--- config.mk ---
export PLATFORM = sky130hd
export DESIGN_NAME = mole_field
export DESIGN_NICKNAME = d
export VERILOG_FILES = /design/src/rtl/mole_pkg.sv /design/src/rtl/mole_lfsr.sv /design/src/rtl/mole_field.sv
export SDC_FILE = /design/constraint.sdc
export NUM_CORES = 1
export LEC_CHECK = 0
export ABC_AREA = 1
export ABC_CLOCK_PERIOD_IN_PS = 1900
export CAP_MARGIN = 5
export CORE_MARGIN = 5
export CORE_UTILIZATION = 40
export DETAILED_ROUTE_END_ITERATION = 10
export GPL_ROUTABILITY_DRIVEN = 0
export SYNTH_ARGS = -nofsm -noshare
export SYNTH_HDL_FRONTEND = slang
export SYNTH_SLANG_ARGS = --single-unit
--- constraint.sdc ---
create_clock -name clk -period 1.9 [get_ports clk]
set_clock_uncertainty 0.1 [all_clocks]
set_input_delay 0.19 -clock clk [delete_from_list [all_inputs] [get_ports clk]]
set_output_delay 0.19 -clock clk [all_outputs]
set_load 0.02 [all_outputs]
--- src/rtl/mole_pkg.sv ---
// -----------------------------------------------------------------------------
// mole_pkg
// Shared definitions for the whack-a-mole playfield:
//   - default hole count and mole lifetime
//   - HOLE_W, the hole-index width for the default hole count
//   - LFSR_SEED, the reset value of the optional start-index LFSR
//   - state_t, the request-placement FSM state encoding
// -----------------------------------------------------------------------------
package mole_pkg;

    localparam int NUM_HOLES_DEF = 8;
    localparam int MOLE_LIFE_DEF = 3;
    localparam int HOLE_W        = $clog2(NUM_HOLES_DEF);

    localparam logic [7:0] LFSR_SEED = 8'hA5;

    typedef enum logic [2:0] {
        IDLE,
        PICK,
        PROBE,
        PLACE,
        DROP
    } state_t;

endpackage

--- src/rtl/mole_lfsr.sv ---
// -----------------------------------------------------------------------------
// mole_lfsr
// 8-bit Fibonacci LFSR (taps 8,6,5,4) that advances every cycle and supplies
// a pseudo-random starting hole for the placement search.
// Only instantiated by mole_field when MOLE_FIELD_LFSR_EN is defined.
//
// Ports:
//   clk        clock, rising edge
//   reset      synchronous, active-low; loads LFSR_SEED
//   start_idx  low OUT_W bits of the LFSR state
// -----------------------------------------------------------------------------
module mole_lfsr
    import mole_pkg::*;
#(
    parameter int OUT_W = HOLE_W
) (
    input  logic             clk,
    input  logic             reset,
    output logic [OUT_W-1:0] start_idx
);

    logic [7:0] lfsr_reg;
    logic       feedback;

    // Taps 8,6,5,4 in 1-based numbering map to bits 7,5,4,3.
    assign feedback = lfsr_reg[7] ^ lfsr_reg[5] ^ lfsr_reg[4] ^ lfsr_reg[3];

    always_ff @(posedge clk) begin
        if (!reset) begin
            lfsr_reg <= LFSR_SEED;
        end else begin
            lfsr_reg <= {lfsr_reg[6:0], feedback};
        end
    end

    assign start_idx = lfsr_reg[OUT_W-1:0];

endmodule

--- src/rtl/mole_field.sv ---
// -----------------------------------------------------------------------------
// mole_field
// Whack-a-mole playfield. Rising edges on request_mole ask for a mole; an FSM
// searches for a free hole starting from a start index and raises a mole there
// (request_ack) or discards the request when every hole is full (request_drop).
// Each raised mole lives MOLE_LIFE one_hz_enable ticks; player hits clear it
// and bump a saturating 8-bit score.
//
// Build option:
//   MOLE_FIELD_LFSR_EN  defined   -> start index from an 8-bit LFSR (mole_lfsr)
//                       undefined -> start index from a round-robin pointer
//
// Ports:
//   clk            clock, rising edge
//   reset          synchronous, active-low
//   one_hz_enable  lifetime tick strobe
//   request_mole   mole request level; each 0->1 edge is one request
//   hit_valid      player hit strobe
//   hit_hole       hole index of the hit
//   request_ack    one-cycle pulse: requested mole raised
//   request_drop   one-cycle pulse: request discarded, all holes occupied
//   moles_up       bit i high while hole i holds a mole
//   hit_pulse      hit on a raised mole
//   miss_pulse     at least one mole expired
//   whiff_pulse    hit on an empty hole
//   score          saturating count of successful hits
// -----------------------------------------------------------------------------
module mole_field
    import mole_pkg::*;
#(
    parameter int NUM_HOLES = NUM_HOLES_DEF,
    parameter int MOLE_LIFE = MOLE_LIFE_DEF
) (
    input  logic                         clk,
    input  logic                         reset,
    input  logic                         one_hz_enable,
    input  logic                         request_mole,
    input  logic                         hit_valid,
    input  logic [$clog2(NUM_HOLES)-1:0] hit_hole,
    output logic                         request_ack,
    output logic                         request_drop,
    output logic [NUM_HOLES-1:0]         moles_up,
    output logic                         hit_pulse,
    output logic                         miss_pulse,
    output logic                         whiff_pulse,
    output logic [7:0]                   score
);

    localparam int HW = $clog2(NUM_HOLES);

    state_t          state_reg;
    logic            req_sync_reg;
    logic            req_prev_reg;
    logic            pending_reg;
    logic [HW-1:0]   probe_idx_reg;
    logic [HW:0]     probe_cnt_reg;
    logic [HW-1:0]   start_idx;
    logic            ack_reg;
    logic            drop_reg;
    logic            hit_pulse_reg;
    logic            miss_pulse_reg;
    logic            whiff_pulse_reg;
    logic [7:0]      score_reg;

    logic [NUM_HOLES-1:0] moles_up_vec;
    logic [NUM_HOLES-1:0] hit_vec;
    logic [NUM_HOLES-1:0] expire_vec;
    logic [NUM_HOLES-1:0] place_vec;
    logic                 req_edge;

    assign req_edge = req_sync_reg & ~req_prev_reg;

`ifdef MOLE_FIELD_LFSR_EN
    mole_lfsr #(
        .OUT_W (HW)
    ) u_lfsr (
        .clk       (clk),
        .reset     (reset),
        .start_idx (start_idx)
    );
`else
    logic [HW-1:0] rr_ptr_reg;

    always_ff @(posedge clk) begin
        if (!reset) begin
            rr_ptr_reg <= '0;
        end else if (state_reg == PLACE) begin
            rr_ptr_reg <= rr_ptr_reg + 1'b1;   // power-of-two hole count wraps naturally
        end
    end

    assign start_idx = rr_ptr_reg;
`endif

    // Per-hole state: presence flag plus life counter.
    // Priority: place (hole is free, so nothing else can apply), then hit,
    // then tick. A hit therefore beats an expiry on the same hole, and a
    // freshly placed hole ignores a tick in its placement cycle.
    for (genvar gi = 0; gi < NUM_HOLES; gi++) begin : g_hole
        logic       up_reg;
        logic [3:0] life_reg;

        assign hit_vec[gi]    = hit_valid && (hit_hole == HW'(gi)) && up_reg;
        assign place_vec[gi]  = (state_reg == PLACE) && (probe_idx_reg == HW'(gi));
        assign expire_vec[gi] = up_reg && one_hz_enable && (life_reg == 4'd1) && !hit_vec[gi];

        always_ff @(posedge clk) begin
            if (!reset) begin
                up_reg   <= 1'b0;
                life_reg <= 4'd0;
            end else if (place_vec[gi]) begin
                up_reg   <= 1'b1;
                life_reg <= 4'(MOLE_LIFE);
            end else if (hit_vec[gi]) begin
                up_reg   <= 1'b0;
                life_reg <= 4'd0;
            end else if (up_reg && one_hz_enable) begin
                life_reg <= life_reg - 4'd1;
                if (life_reg == 4'd1) begin
                    up_reg <= 1'b0;
                end
            end
        end

        assign moles_up_vec[gi] = up_reg;
    end

    // Request edge detection and placement FSM.
    always_ff @(posedge clk) begin
        if (!reset) begin
            state_reg     <= IDLE;
            req_sync_reg  <= 1'b0;
            req_prev_reg  <= 1'b0;
            pending_reg   <= 1'b0;
            probe_idx_reg <= '0;
            probe_cnt_reg <= '0;
            ack_reg       <= 1'b0;
            drop_reg      <= 1'b0;
        end else begin
            req_sync_reg <= request_mole;
            req_prev_reg <= req_sync_reg;
            ack_reg      <= 1'b0;
            drop_reg     <= 1'b0;

            // A new edge takes precedence over the clear so a request that
            // arrives exactly as IDLE is left is not lost.
            if (req_edge) begin
                pending_reg <= 1'b1;
            end else if (state_reg == IDLE && pending_reg) begin
                pending_reg <= 1'b0;
            end

            case (state_reg)
                IDLE: begin
                    if (pending_reg) begin
                        state_reg <= PICK;
                    end
                end
                PICK: begin
                    probe_idx_reg <= start_idx;
                    probe_cnt_reg <= '0;
                    state_reg     <= PROBE;
                end
                PROBE: begin
                    // Sees pre-hit occupancy; a hole hit this cycle is free next cycle.
                    if (!moles_up_vec[probe_idx_reg]) begin
                        state_reg <= PLACE;
                        ack_reg   <= 1'b1;
                    end else begin
                        probe_idx_reg <= probe_idx_reg + 1'b1;
                        probe_cnt_reg <= probe_cnt_reg + 1'b1;
                        if (probe_cnt_reg == (HW+1)'(NUM_HOLES - 1)) begin
                            state_reg <= DROP;
                            drop_reg  <= 1'b1;
                        end
                    end
                end
                PLACE:   state_reg <= IDLE;
                DROP:    state_reg <= IDLE;
                default: state_reg <= IDLE;
            endcase
        end
    end

    // Registered event pulses and saturating score.
    always_ff @(posedge clk) begin
        if (!reset) begin
            hit_pulse_reg   <= 1'b0;
            miss_pulse_reg  <= 1'b0;
            whiff_pulse_reg <= 1'b0;
            score_reg       <= 8'd0;
        end else begin
            hit_pulse_reg   <= |hit_vec;
            miss_pulse_reg  <= |expire_vec;
            whiff_pulse_reg <= hit_valid && !moles_up_vec[hit_hole];
            if ((|hit_vec) && (score_reg != 8'hFF)) begin
                score_reg <= score_reg + 8'd1;
            end
        end
    end

    assign request_ack  = ack_reg;
    assign request_drop = drop_reg;
    assign moles_up     = moles_up_vec;
    assign hit_pulse    = hit_pulse_reg;
    assign miss_pulse   = miss_pulse_reg;
    assign whiff_pulse  = whiff_pulse_reg;
    assign score        = score_reg;

endmodule

==> metrics.txt, run 1 <==
die height=107 um; maximum level of the CTS H-tree=3; Worst Path Max Fanout=6; Main synth FF type=sky130_fd_sc_hd__dfxtp_1; final-stage net count=613; clock tree from TritonCTS=built; Setup Viol. Count Final=0; port bufs=28; Util after Layout=49.1%; power per standard cell area=799 nW/um^2; mean number of vias per cell=4.87; footprint of the multi-input gates=2010 um^2; post-synthesis sequential area ratio=36.9%; Comb pwr share=24.1%; number of buffers added by the clock tree synthesis step=9; Critical Path Source Type=flop; Synth top area share=36.9%; Core Rows=35; unique cell type count in the Yosys netlist=33; number of buffer and inverter stages on the critical path=1; number of detailed-route iterations in the first pass=4; actual slew at the worst max-slew pin=0.440 ns; Critical Setup Path Class=reg -> out; Mapped Cells=519; leading post-synthesis cells by cell area=sky130_fd_sc_hd__dfxtp_1 (37%), sky130_fd_sc_hd__nand2_1 (11%), sky130_fd_sc_hd__ha_1 (8.4%), sky130_fd_sc_hd__inv_1 (6.2%), sky130_fd_sc_hd__nor2_1 (5.5%); cell taking the most area after synthesis=sky130_fd_sc_hd__dfxtp_1; clock network fraction of design power=29.0%; Setup crit end kind=output port; global routing usage summed across all routing layers=15.6%; leakage=1.92 nW; Final Slew Violations=0; area of all sequential standard cells=1380 um^2; Seq pwr share=46.8%; total length of routed wires=8.30 mm; leading cell types in the layout, fill and taps excluded=sky130_fd_sc_hd__nand2_1 (112), sky130_fd_sc_hd__dfxtp_1 (68), sky130_fd_sc_hd__inv_1 (62), sky130_fd_sc_hd__nor2_1 (55), sky130_fd_sc_hd__nand3_1 (39); number of flops mapped to enable cells by yosys=0; pin count of the biggest net entering global routing=18; CP max stage cell=sky130_fd_sc_hd__clkdlybuf4s50_1; number of instances in the placed design=680; count of nets left with antenna violations after detail routing=0; post-layout total power=0.00360 W; number of global-route vias before repair=3244; wire length of the first global-routing pass=14.4 mm; layout cells sized above 1=13.5%; time the worst path needs with I/O delays and setup=1.80 ns; Warnings, synthesis=0; RSZ-0062 raised after global routing=false; post-CTS setup buffers=0; Post-Syn Nets=552; Sinks on Clock Net=69; Rel. slew slack=70.4%; number of top-level design ports=29; final hold violation count=0; fmax=555 MHz; DR iter-0 viols=93; ordered cell list for the critical path=clkdlybuf4s50_1; Async SR Flop Fraction=0%; final clock period utilization by the worst path=94.8%; run status=finished clean; worst hold-check path type=in -> reg; placeable core region=9200 um^2; die width=107 um; endpoint required time on the critical path=1.61 ns; remaining routing DRC violations=0; clock transition at the registers of the reported paths=0.08 ns; Netlist Area Pre-Place=3740 um^2; post-detail-place hpwl=6.39 mm; flip-flop count of the largest register, all copies and words added=32; worst-case clock buffer depth=2; total die area=11400 um^2; wire length per cell=11.9 um; ant diodes=0; CTS Root Buffer Type=sky130_fd_sc_hd__clkbuf_8; Crit path arrival time=1.51 ns; switching power summed over all nets=0.00122 W; synthesis-to-layout area growth=20.7%; Max Cap Viol=0; worst stage delay on the critical path=0.67 ns; number of fill cells=918; post-layout instance count excluding filler cells=695; antenna violations before repair=0; clock latency reported for the late side of the worst-skew pair=0.35 ns; peak ir drop on the vdd network=0.562 mV; effective utilization at floorplan=40.7%; most frequent standard cell in the layout excluding fill and tap cells=sky130_fd_sc_hd__nand2_1; average cell area after synthesis=7.20 um^2; Sw Share=33.8%; Yosys reg bits=69; Cell Int Power=0.00239 W; cell family with most CP delay=buffers and inverters; via count=3385; overflow left after global routing=0
power by group through the flow:
stage	Sequential [W]	Clock, W	Combinational (W)
3_3_place_gp	0.00171	0	0.000851
4_1_cts	0.00169	0.00108	0.000875
3_5_place_dp	0.00172	0	0.000867
6_report	0.00169	0.00105	0.000870
2_1_floorplan	0.00169	0	0.000655
5_1_grt	0.00171	0.00114	0.00101
repair_timing:
action                                  4_1_cts  5_1_grt
endpoints found under the setup margin        0        6
hold buffers                                  0        0
resized for setup                             0        2
layer usage:
layer	part of all wire, %	wire (um)	up-vias	track usage [%]
li1	-	-	1773	-
met1	48	3980	1538	18.9
met2	46	3830	53	26.3
met3	3.6	297	21	3.85
met4	2.3	188	0	6.12
met5	0	0	-	0
logic make-up (layout without fill, tap and decap cells):
logic type / after synthesis / count (layout) / share of synthesized area (%)
buf+inv: 82 / 147 / 9.34
compound gates: 60 / 60 / 8.47
simple gates: 258 / 258 / 31.0
xor+xnor: 25 / 25 / 5.86
flops: 69 / 69 / 36.9
fa+ha+maj: 25 / 25 / 8.37
through the flow:
stage / area [um^2] / hold WS [ns] / setup WS (ns) / TNS [ns]
2_1_floorplan: 3740 / 0.188 / 0.228 / 0
3_3_place_gp: 4340 / 0.308 / 0.00427 / 0
3_5_place_dp: 4340 / 0.322 / -0.0195 / -0.0371
4_1_cts: 4510 / 0.256 / 0.0610 / 0
5_1_grt: 4510 / 0.268 / 0.00168 / 0
6_report: 4510 / 0.264 / 0.0983 / 0
path summary, 6_finish.rpt:
check	startpoint	to	slack [ns]	depth (start not counted)
setup reg to reg	probe_idx_reg[0]	probe_cnt_reg[1]	0.17	9
hold reg to reg	req_prev_reg	pending_reg	0.33	1
hold / removal	request_mole	req_sync_reg	0.26	3
setup / recovery	g_hole[3].up_reg	moles_up[3]	0.1	1
cell usage after synthesis, types with 3 or more instances:
cell type / instances
sky130_fd_sc_hd__dfxtp_1: 69
sky130_fd_sc_hd__nand2_1: 113
sky130_fd_sc_hd__nor2_1: 55
sky130_fd_sc_hd__inv_1: 62
sky130_fd_sc_hd__nand2_2: 4
sky130_fd_sc_hd__inv_2: 4
sky130_fd_sc_hd__xor2_1: 15
sky130_fd_sc_hd__buf_4: 8
sky130_fd_sc_hd__o21ai_0: 31
sky130_fd_sc_hd__or2_2: 8
sky130_fd_sc_hd__a31oi_1: 3
sky130_fd_sc_hd__ha_1: 25
sky130_fd_sc_hd__nor4_1: 9
sky130_fd_sc_hd__nand3_1: 39
sky130_fd_sc_hd__a21oi_1: 21
sky130_fd_sc_hd__buf_2: 3
sky130_fd_sc_hd__nand4_1: 4
sky130_fd_sc_hd__nand3_2: 5
sky130_fd_sc_hd__nor3_1: 12
sky130_fd_sc_hd__nand3b_1: 3
sky130_fd_sc_hd__xnor2_1: 10
cell type report:
cell class                 count  share of cell area, %
inverter                      66                   5.49
tap                          111                   3.08
multi-input combinational    368                   44.6
timing repair buffer          66                   12.5
clock inverter                 4                  0.555
sequential                    69                   30.6
clock buffer                  11                   3.13
No activity file was read; power rests on OpenSTA's default activity.
==> run 2, diff against run 1 <==
CORE_UTILIZATION = 58   (was 40)
PLACE_DENSITY = 0.79   (was not set)
==> metrics.txt, run 2 (same netlist as run 1, synthesis figures left out) <==
die width=90.3 um; port bufs=28; worst stage delay on the critical path=0.66 ns; endpoint required time on the critical path=1.61 ns; Worst Path Max Fanout=6; number of top-level design ports=29; flip-flop count of the largest register, all copies and words added=32; source of the worst register-to-register timing path=probe_idx_reg[0]; time the worst path needs with I/O delays and setup=1.77 ns; leading cell types in the layout, fill and taps excluded=sky130_fd_sc_hd__nand2_1 (112), sky130_fd_sc_hd__dfxtp_1 (69), sky130_fd_sc_hd__inv_1 (62), sky130_fd_sc_hd__nor2_1 (55), sky130_fd_sc_hd__nand3_1 (39); ordered cell list for the critical path=clkdlybuf4s50_1; total die area=8150 um^2; remaining routing DRC violations=0; clock tree from TritonCTS=built; global routing usage summed across all routing layers=20.7%; hold path start=request_mole; effective utilization at floorplan=59.2%; minimum hold slack=0.270 ns; reg2reg setup slack=0.18 ns; worst hold-check path type=in -> reg; destination of the worst register-to-register timing path=probe_cnt_reg[1]; total length of routed wires=8.03 mm; layout cells sized above 1=12.5%; cell family with most CP delay=buffers and inverters; Final Slew Violations=0; summed negative setup slack over all endpoints=0 ns; number of buffers added by the clock tree synthesis step=9; run status=finished clean; wire length per cell=12.3 um; Sinks on Clock Net=69; clock transition at the registers of the reported paths=0.07 ns; power per standard cell area=857 nW/um^2; hold-fix buffers at CTS=0; fmax=565 MHz; DR iter-0 viols=233; number of cells traversed by the worst register-to-register path=9; antenna violations before repair=0; Setup Viol. Count Final=0; Critical Setup Path Class=reg -> out; die height=90.3 um; final clock period utilization by the worst path=93.1%; actual slew at the worst max-slew pin=0.425 ns; CTS Root Buffer Type=sky130_fd_sc_hd__clkbuf_8; wire length of the first global-routing pass=14.2 mm; post-detail-place hpwl=6.02 mm; final-stage net count=605; Critical Path Source Type=flop; number of buffer and inverter stages on the critical path=1; most frequent standard cell in the layout excluding fill and tap cells=sky130_fd_sc_hd__nand2_1; pin count of the biggest net entering global routing=18; number of detailed-route iterations in the first pass=5; final hold violation count=0; overflow left after global routing=0; Core Rows=29; Max Cap Viol=0; number of logic stages on the critical path including buffering=1; Rel. slew slack=71.6%; Crit path arrival time=1.48 ns; count of nets left with antenna violations after detail routing=0; placeable core region=6310 um^2; cell depth of the worst min-delay path=3; worst hold endpoint=req_sync_reg; number of global-route vias before repair=3283; via count=3413; leakage=1.91 nW; ant diodes=0; CP max stage cell=sky130_fd_sc_hd__clkdlybuf4s50_1; worst-case clock buffer depth=2; synthesis-to-layout area growth=19.3%; clock latency reported for the late side of the worst-skew pair=0.35 ns; maximum level of the CTS H-tree=3; RSZ-0062 raised after global routing=false; post-layout total power=0.00383 W; Setup crit end kind=output port; peak ir drop on the vdd network=0.670 mV; mean number of vias per cell=5.22
run 2: cell count changes in the layout (fill, tap and decap cells not counted), sizes merged:
| cell | delta |
|---|---|
| bufinv | +1 |
| buf | -8 |
| clkinvlp | -1 |
| clkbuf | +1 |
run 2: how the worst max path moves through the flow:
stage,start,to,slack (ns)
global placement,hit_hole[2],score[0],0.04
finish,g_hole[4].up_reg,moles_up[4],0.13
CTS,g_hole[4].up_reg,moles_up[4],0.12
global route,probe_idx_reg[0],probe_cnt_reg[1],0.003
detailed placement,hit_hole[1],score[6],0.02
floorplan,score[0],score[5],0.23
run 2: report_power, final:
part	internal, W	leakage (nW)	switching [W]
registers	0.00156	0.557	0.000126
logic	0.000320	1.25	0.000540
clock network	0.000718	0.109	0.000562
total	0.00260	1.91	0.00123
run 2: layer usage:
layer | wire length [um] | GRT usage, % | vias up | part of all wire [%]
li1 | - | - | 1764 | -
met3 | 316 | 4.67 | 21 | 3.9
met4 | 245 | 9.18 | 0 | 3.1
met5 | 0 | 0 | - | 0
met1 | 3650 | 25.5 | 1566 | 45
met2 | 3810 | 34.4 | 62 | 48
run 2: repair_timing:
action,CTS,global route
endpoints found under the setup margin,0,5
resized for setup,0,1
endpoints found under the hold margin,0,0
setup buffers,0,0
run 2: layout make-up:
cell class,count,area (um^2)
clock buffers,12,165
clock inverters,4,55.1
fillers,521,1850
inverters,66,248
multi-input cells,368,2010
flip-flops and latches,69,1380
well taps,77,96.3
repair buffers,58,505
run 2: stage by stage:
step,instances,instance area [um^2],setup slack [ns],utilization (%)
after detailed placement,638,4240,0.0230,67.1
after global routing,654,4460,0.00282,70.7
final,654,4460,0.132,70.7
after floorplan,519,3740,0.228,-
after global placement,638,4240,0.0355,67.1
after CTS,654,4460,0.118,70.6
==> RTL change 1: new RTL, flow settings as in run 1 <==
`NUM_HOLES_DEF`: 8 -> 32.
--- a/src/rtl/mole_pkg.sv
+++ b/src/rtl/mole_pkg.sv
@@ -9,5 +9,5 @@
 package mole_pkg;
 
-    localparam int NUM_HOLES_DEF = 8;
+    localparam int NUM_HOLES_DEF = 32;
     localparam int MOLE_LIFE_DEF = 3;
     localparam int HOLE_W        = $clog2(NUM_HOLES_DEF);
Interface: changed (resized hit_hole and moles_up); port bits go from 29 to 55. The function was not compared with the original's and may differ.
==> RTL change 1 against run 1 <==
- combinational power grew 150%
- total power grew to 2.9 times the old value
- sequential cell count grew 126
- cell count grew to 3.4 times the old value
- routed wire length grew to 3.9 times the old value
- synthesized area grew to 3.1 times the old value
- cell area grew to 3.3 times the old value
- setup slack lost 94 ps
- non-clock buffer count grew 243
- largest cell class unchanged
==> RTL change 1: results (changes against run 1) <==
metric,value,unit,change
Worst Min Path Start,hit_valid,,
Final nets,2054,,+240%
first-pass GRT wire length,53500,um,+270%
clock root buffer,clkbuf_16,,
post-synthesis compound-gate area fraction,0.112,,+0.0277
Leak Pwr,6.61,nW,+240%
dpl hpwl,24800,um,+290%
R2R Setup Slk,4,ps,-170 ps
Syn Nets,1791,,+220%
Post-Synth XOR/XNOR Area,0.0396,,-0.0189
PortBufs,54,,+93%
worst reg-to-reg path cell count,12,,+3
synth cell count leaders,"nand2_1 (364), inv_1 (261), nor2_1 (216), dfxtp_1 (195), a21oi_1 (116)",,
via count,11500,,+240%
setup slack after placement,-568,ps,-548 ps
reg2reg end,g_hole[14].life_reg[1],,
Worst Hold Slack,13.7,ps,-250 ps
crit-path max FO,5,,-1
Least-Margin Pin Slew,451,ps,+10.9 ps
sequential share of the synthesized area,0.340,,-0.0297
Iter 0 DRT Violations,705,,+660%
worst hold endpoint,whiff_pulse,,
status,completed,,
fin crit share,0.998,,+0.0497
Initial DRT Pass Iterations,5,,+1
post-synthesis cell type count,39,,+18%
Vias/cell,4.85,,-0.41%
"Clk Latency, worst-skew pair",460,ps,+110 ps
Global Route Usage Sum,0.199,,+0.0430
share of cells above drive strength 1,0.208,,+0.0724
Adder-Cell Fraction of Synth Area,0.0795,,-0.00416
crit-path max cell delay,380,ps,-290 ps
CTS buffer count,17,,+8
Arrival @ worst endpoint,2160,ps,+650 ps
Synth Flop Type,dfxtp_1,,
mux cell area share after synthesis,0,,unchanged
Post-synth ARST share,0,,unchanged
DP Cell Count,2330,,+240%
most area-consuming cells after synthesis,"dfxtp_1 (34%), nand2_1 (12%), inv_1 (8.5%)",,
Critical R2R Launch,probe_idx_reg[0],,
max FFs per register,128,,+300%
maximum vdd drop,0.744,mV,+32%
CP max-delay cell,dfxtp_4,,
DR WL/cell,13.8,um,+16%
largest net degree at the start of global routing,39,,+21
H-tree Lvls,4,,+1
[RTL change 1: cell count changes in the layout (fill, tap and decap cells not counted), moves of 48 or more]
cell,delta
nand3_1,+74
o21ai_0,+48
a21oi_1,+92
nor2_1,+122
dfxtp_1,+121
nand2_1,+234
inv_1,+186
buf_4,+206
[RTL change 1: report_power, final]
group / total (mW) / switching [mW] / leakage, nW / internal, mW
combinational: 2.15 / 1.29 / 4.73 / 0.867
clock: 3.85 / 1.84 / 0.305 / 2.02
sequential: 4.33 / 0.131 / 1.58 / 4.20
[RTL change 1: cells by family after synthesis]
family,Yosys count
AO/OA/AOI/OAI,241
XOR/XNOR,52
adder cells (fa/ha/maj),73
buffers and inverters,330
flip-flops,195
AND/OR/NAND/NOR,817
[RTL change 1: how the worst max path moves through the flow]
stage,cells past startpoint,from,end
after floorplan,13,probe_idx_reg[0],probe_idx_reg[4]
after global placement,12,hit_hole[3],miss_pulse
after detailed placement,13,hit_hole[0],score[4]
after CTS,11,probe_idx_reg[0],g_hole[12].life_reg[1]
after global routing,12,probe_idx_reg[0],probe_idx_reg[0]
final,12,probe_idx_reg[0],g_hole[14].life_reg[1]
[RTL change 1: cell type report]
cell class	instances	area, um^2	share of cell area
multi-input cells	1183	6500	0.431
clock inverters	15	185	0.0123
inverters	265	1010	0.0667
flip-flops and latches	195	3920	0.260
well taps	384	480	0.0319
repair buffers	309	2560	0.170
clock buffers	17	425	0.0282
[RTL change 1: repair_timing]
item	CTS	global route
gates resized for setup	43	115
pin swaps	5	12
setup endpoints to repair	81	111
buffers inserted	4	2
[RTL change 1: stage by stage]
stage | area (um^2) | setup TNS [ps]
global route | 15100 | -1450
global placement | 14000 | -32760
finish | 15100 | 0
floorplan | 11500 | 0
detailed placement | 14000 | -36850
CTS | 14700 | -14.6
[RTL change 1: routing by layer]
| metal | share of wire | GRT usage | routed length [um] | up-vias |
|---|---|---|---|---|
| met4 | 0.025 | 0.0619 | 821 | 0 |
| met5 | 0 | 0 | 0 | - |
| met3 | 0.046 | 0.0364 | 1490 | 57 |
| met1 | 0.46 | 0.261 | 15100 | 5254 |
| met2 | 0.47 | 0.332 | 15200 | 224 |
| li1 | - | - | - | 5951 |
[RTL change 1: worst register-to-register path: cells and delay by family (launching register included)]
family,cells,cell delay (ps)
buffers and inverters,5,530
AO/OA/AOI/OAI,2,220
AND/OR/NAND/NOR,4,430
adder cells (fa/ha/maj),1,160
flip-flops,1,380
==> RTL change 2: new RTL, settings of run 1 <==
Made on the original files. The 5 states of `state_t` get a one-hot encoding in 5 bits.
--- a/src/rtl/mole_pkg.sv
+++ b/src/rtl/mole_pkg.sv
@@ -15,10 +15,10 @@
     localparam logic [7:0] LFSR_SEED = 8'hA5;
 
-    typedef enum logic [2:0] {
-        IDLE,
-        PICK,
-        PROBE,
-        PLACE,
-        DROP
+    typedef enum logic [4:0] {
+        IDLE  = 5'b00001,
+        PICK  = 5'b00010,
+        PROBE = 5'b00100,
+        PLACE = 5'b01000,
+        DROP  = 5'b10000
     } state_t;
 
Behaviour: no difference found for any inputs over 10 cycles, from zero or initial values and one cycle with reset low; not proved beyond that.
==> RTL change 2 against run 1 <==
- setup slack better by 12 ps
- largest cell class unchanged
- sequential share of layout area down 0.76 points
- via count is 3.6% higher
- die area is 3.1% higher
- worst hold slack worse by 3.9 ps
- critical path depth unchanged
- sequential cell count increased by 2
- routed wire length increased by 5.3%
- synthesized area is 3.4% higher
- cell area increased by 5.4%
- cell count grew 5.2%
Power is not compared: it rests on default switching activity, and its combinational part moved more than twofold at a synthesized area within 25%.
==> RTL change 2: results (changes against run 1) <==
metric,value,unit,change
Critical path origin,g_hole[2].up_reg,,
clock root buffer,clkbuf_8,,
via count,3507,,+3.6%
first-pass GRT wire length,15000,um,+3.9%
Final nets,630,,+2.8%
drt total wl,8730,um,+5.3%
net load switching power,643,uW,
Arrival @ worst endpoint,1500,ps,
vias in the first global route,3402,,+4.9%
YS warnings,0,,unchanged
CP max-delay cell,clkdlybuf4s50_1,,
R2R Setup Slk,160,ps,
sequential share of the synthesized area,0.368,,-0.00184
Worst Min Path Start,request_mole,,
CTS buffer count,9,,unchanged
maximum vdd drop,0.438,mV,
Leak Pwr,1.96,nW,
crit-path max cell delay,670,ps,about the same
mux cell area share after synthesis,0,,unchanged
PortBufs,28,,unchanged
share of cells above drive strength 1,0.131,,-0.00404
Hold Path Class,in2reg,,
antenna violations before repair,0,,unchanged
largest net degree at the start of global routing,27,,+9
Worst Hold Slack,260,ps,-3.86 ps
Post-Synth XOR/XNOR Area,0.0498,,-0.00873
"CP delay by family, top",buffers and inverters,,
Synth Flop Type,dfxtp_1,,
synth cell count leaders,"nand2_1 (109), inv_1 (73), dfxtp_1 (71), nor2_1 (59), nand3_1 (44)",,
dpl hpwl,6640,um,+3.9%
post-synthesis cell type count,33,,unchanged
most area-consuming cells after synthesis,"dfxtp_1 (37%), nand2_1 (11%), ha_1 (8.1%)",,
filler cell count,947,,+3.2%
register area,1420,um^2,+2.8%
Critical R2R Launch,score[0],,
DR WL/cell,11.9,um,about the same
Syn Nets,572,,+3.6%
DP Cell Count,715,,+5.1%
Global Route Usage Sum,0.158,,+0.00274
setup slack after placement,-143,ps,-124 ps
Initial DRT Pass Iterations,4,,unchanged
DRC violations left,0,,unchanged
relative max-transition margin,0.646,,-0.0584
Max Root-Sink Buffers,2,,unchanged
"Reg clk slew, reported paths",80,ps,about the same
placed cell area,4500,um^2,+3.6%
post-synthesis compound-gate area fraction,0.0858,,+0.00109
max FFs per register,32,,unchanged
Cells after Synth,539,,+3.9%
Antenna diodes,0,,unchanged
"Clk Latency, worst-skew pair",350,ps,about the same
status,completed,,
Iter 0 DRT Violations,103,,+11%
crit-path max FO,6,,unchanged
Max Clock Freq,559,MHz,+0.66%
Adder-Cell Fraction of Synth Area,0.0809,,-0.00276
==> RTL change 2: per-layer routing <==
| metal | routed length (um) | global-route usage |
|---|---|---|
| met1 | 4080 | 0.187 |
| met2 | 4200 | 0.281 |
| met3 | 322 | 0.0406 |
| met4 | 133 | 0.0496 |
| met5 | 0 | 0 |
==> RTL change 2: worst paths after layout <==
kind | endpoint | depth (start not counted)
worst max-delay path | moles_up[2] | 1
worst min-delay path | req_sync_reg | 3
worst max register to register | score[3] | 7
worst min register to register | pending_reg | 1
==> RTL change 2: kinds of logic after synthesis <==
family | Yosys count
XOR/XNOR | 22
AND/OR/NAND/NOR | 266
AO/OA/AOI/OAI | 63
buffers and inverters | 92
adder cells (fa/ha/maj) | 25
flip-flops | 71
==> RTL change 2: power groups by stage <==
stage          Clock [mW]  Sequential (mW)  Combinational (mW)
6_report             1.51             1.50               0.115
5_1_grt              1.62             1.50               0.126
4_1_cts              1.56             1.50               0.117
3_5_place_dp            0             1.53               0.116
3_3_place_gp            0             1.53               0.115
2_1_floorplan           0             1.53              0.0590
==> RTL change 2: timing repair <==
action / in CTS / in global routing
gates resized for setup: 0 / 2
setup buffers: 0 / 0
endpoints found under the setup margin: 0 / 6
==> RTL change 2: worst register-to-register path, cell delays in order, from the launching register on <==
cell and delay [ps]:
dfxtp_1 420, ha_2 250, nand3_1 130, nor3b_2 250
nand2_2 170, nand2_2 160, nand2_1 60, a21oi_1 130
==> RTL change 2: layout make-up <==
cell class | count | area share
sequential | 71 | 0.299
timing repair buffer | 63 | 0.119
clock buffer | 11 | 0.0318
inverter | 76 | 0.0600
tap | 129 | 0.0339
multi-input combinational | 376 | 0.434
clock inverter | 5 | 0.0218
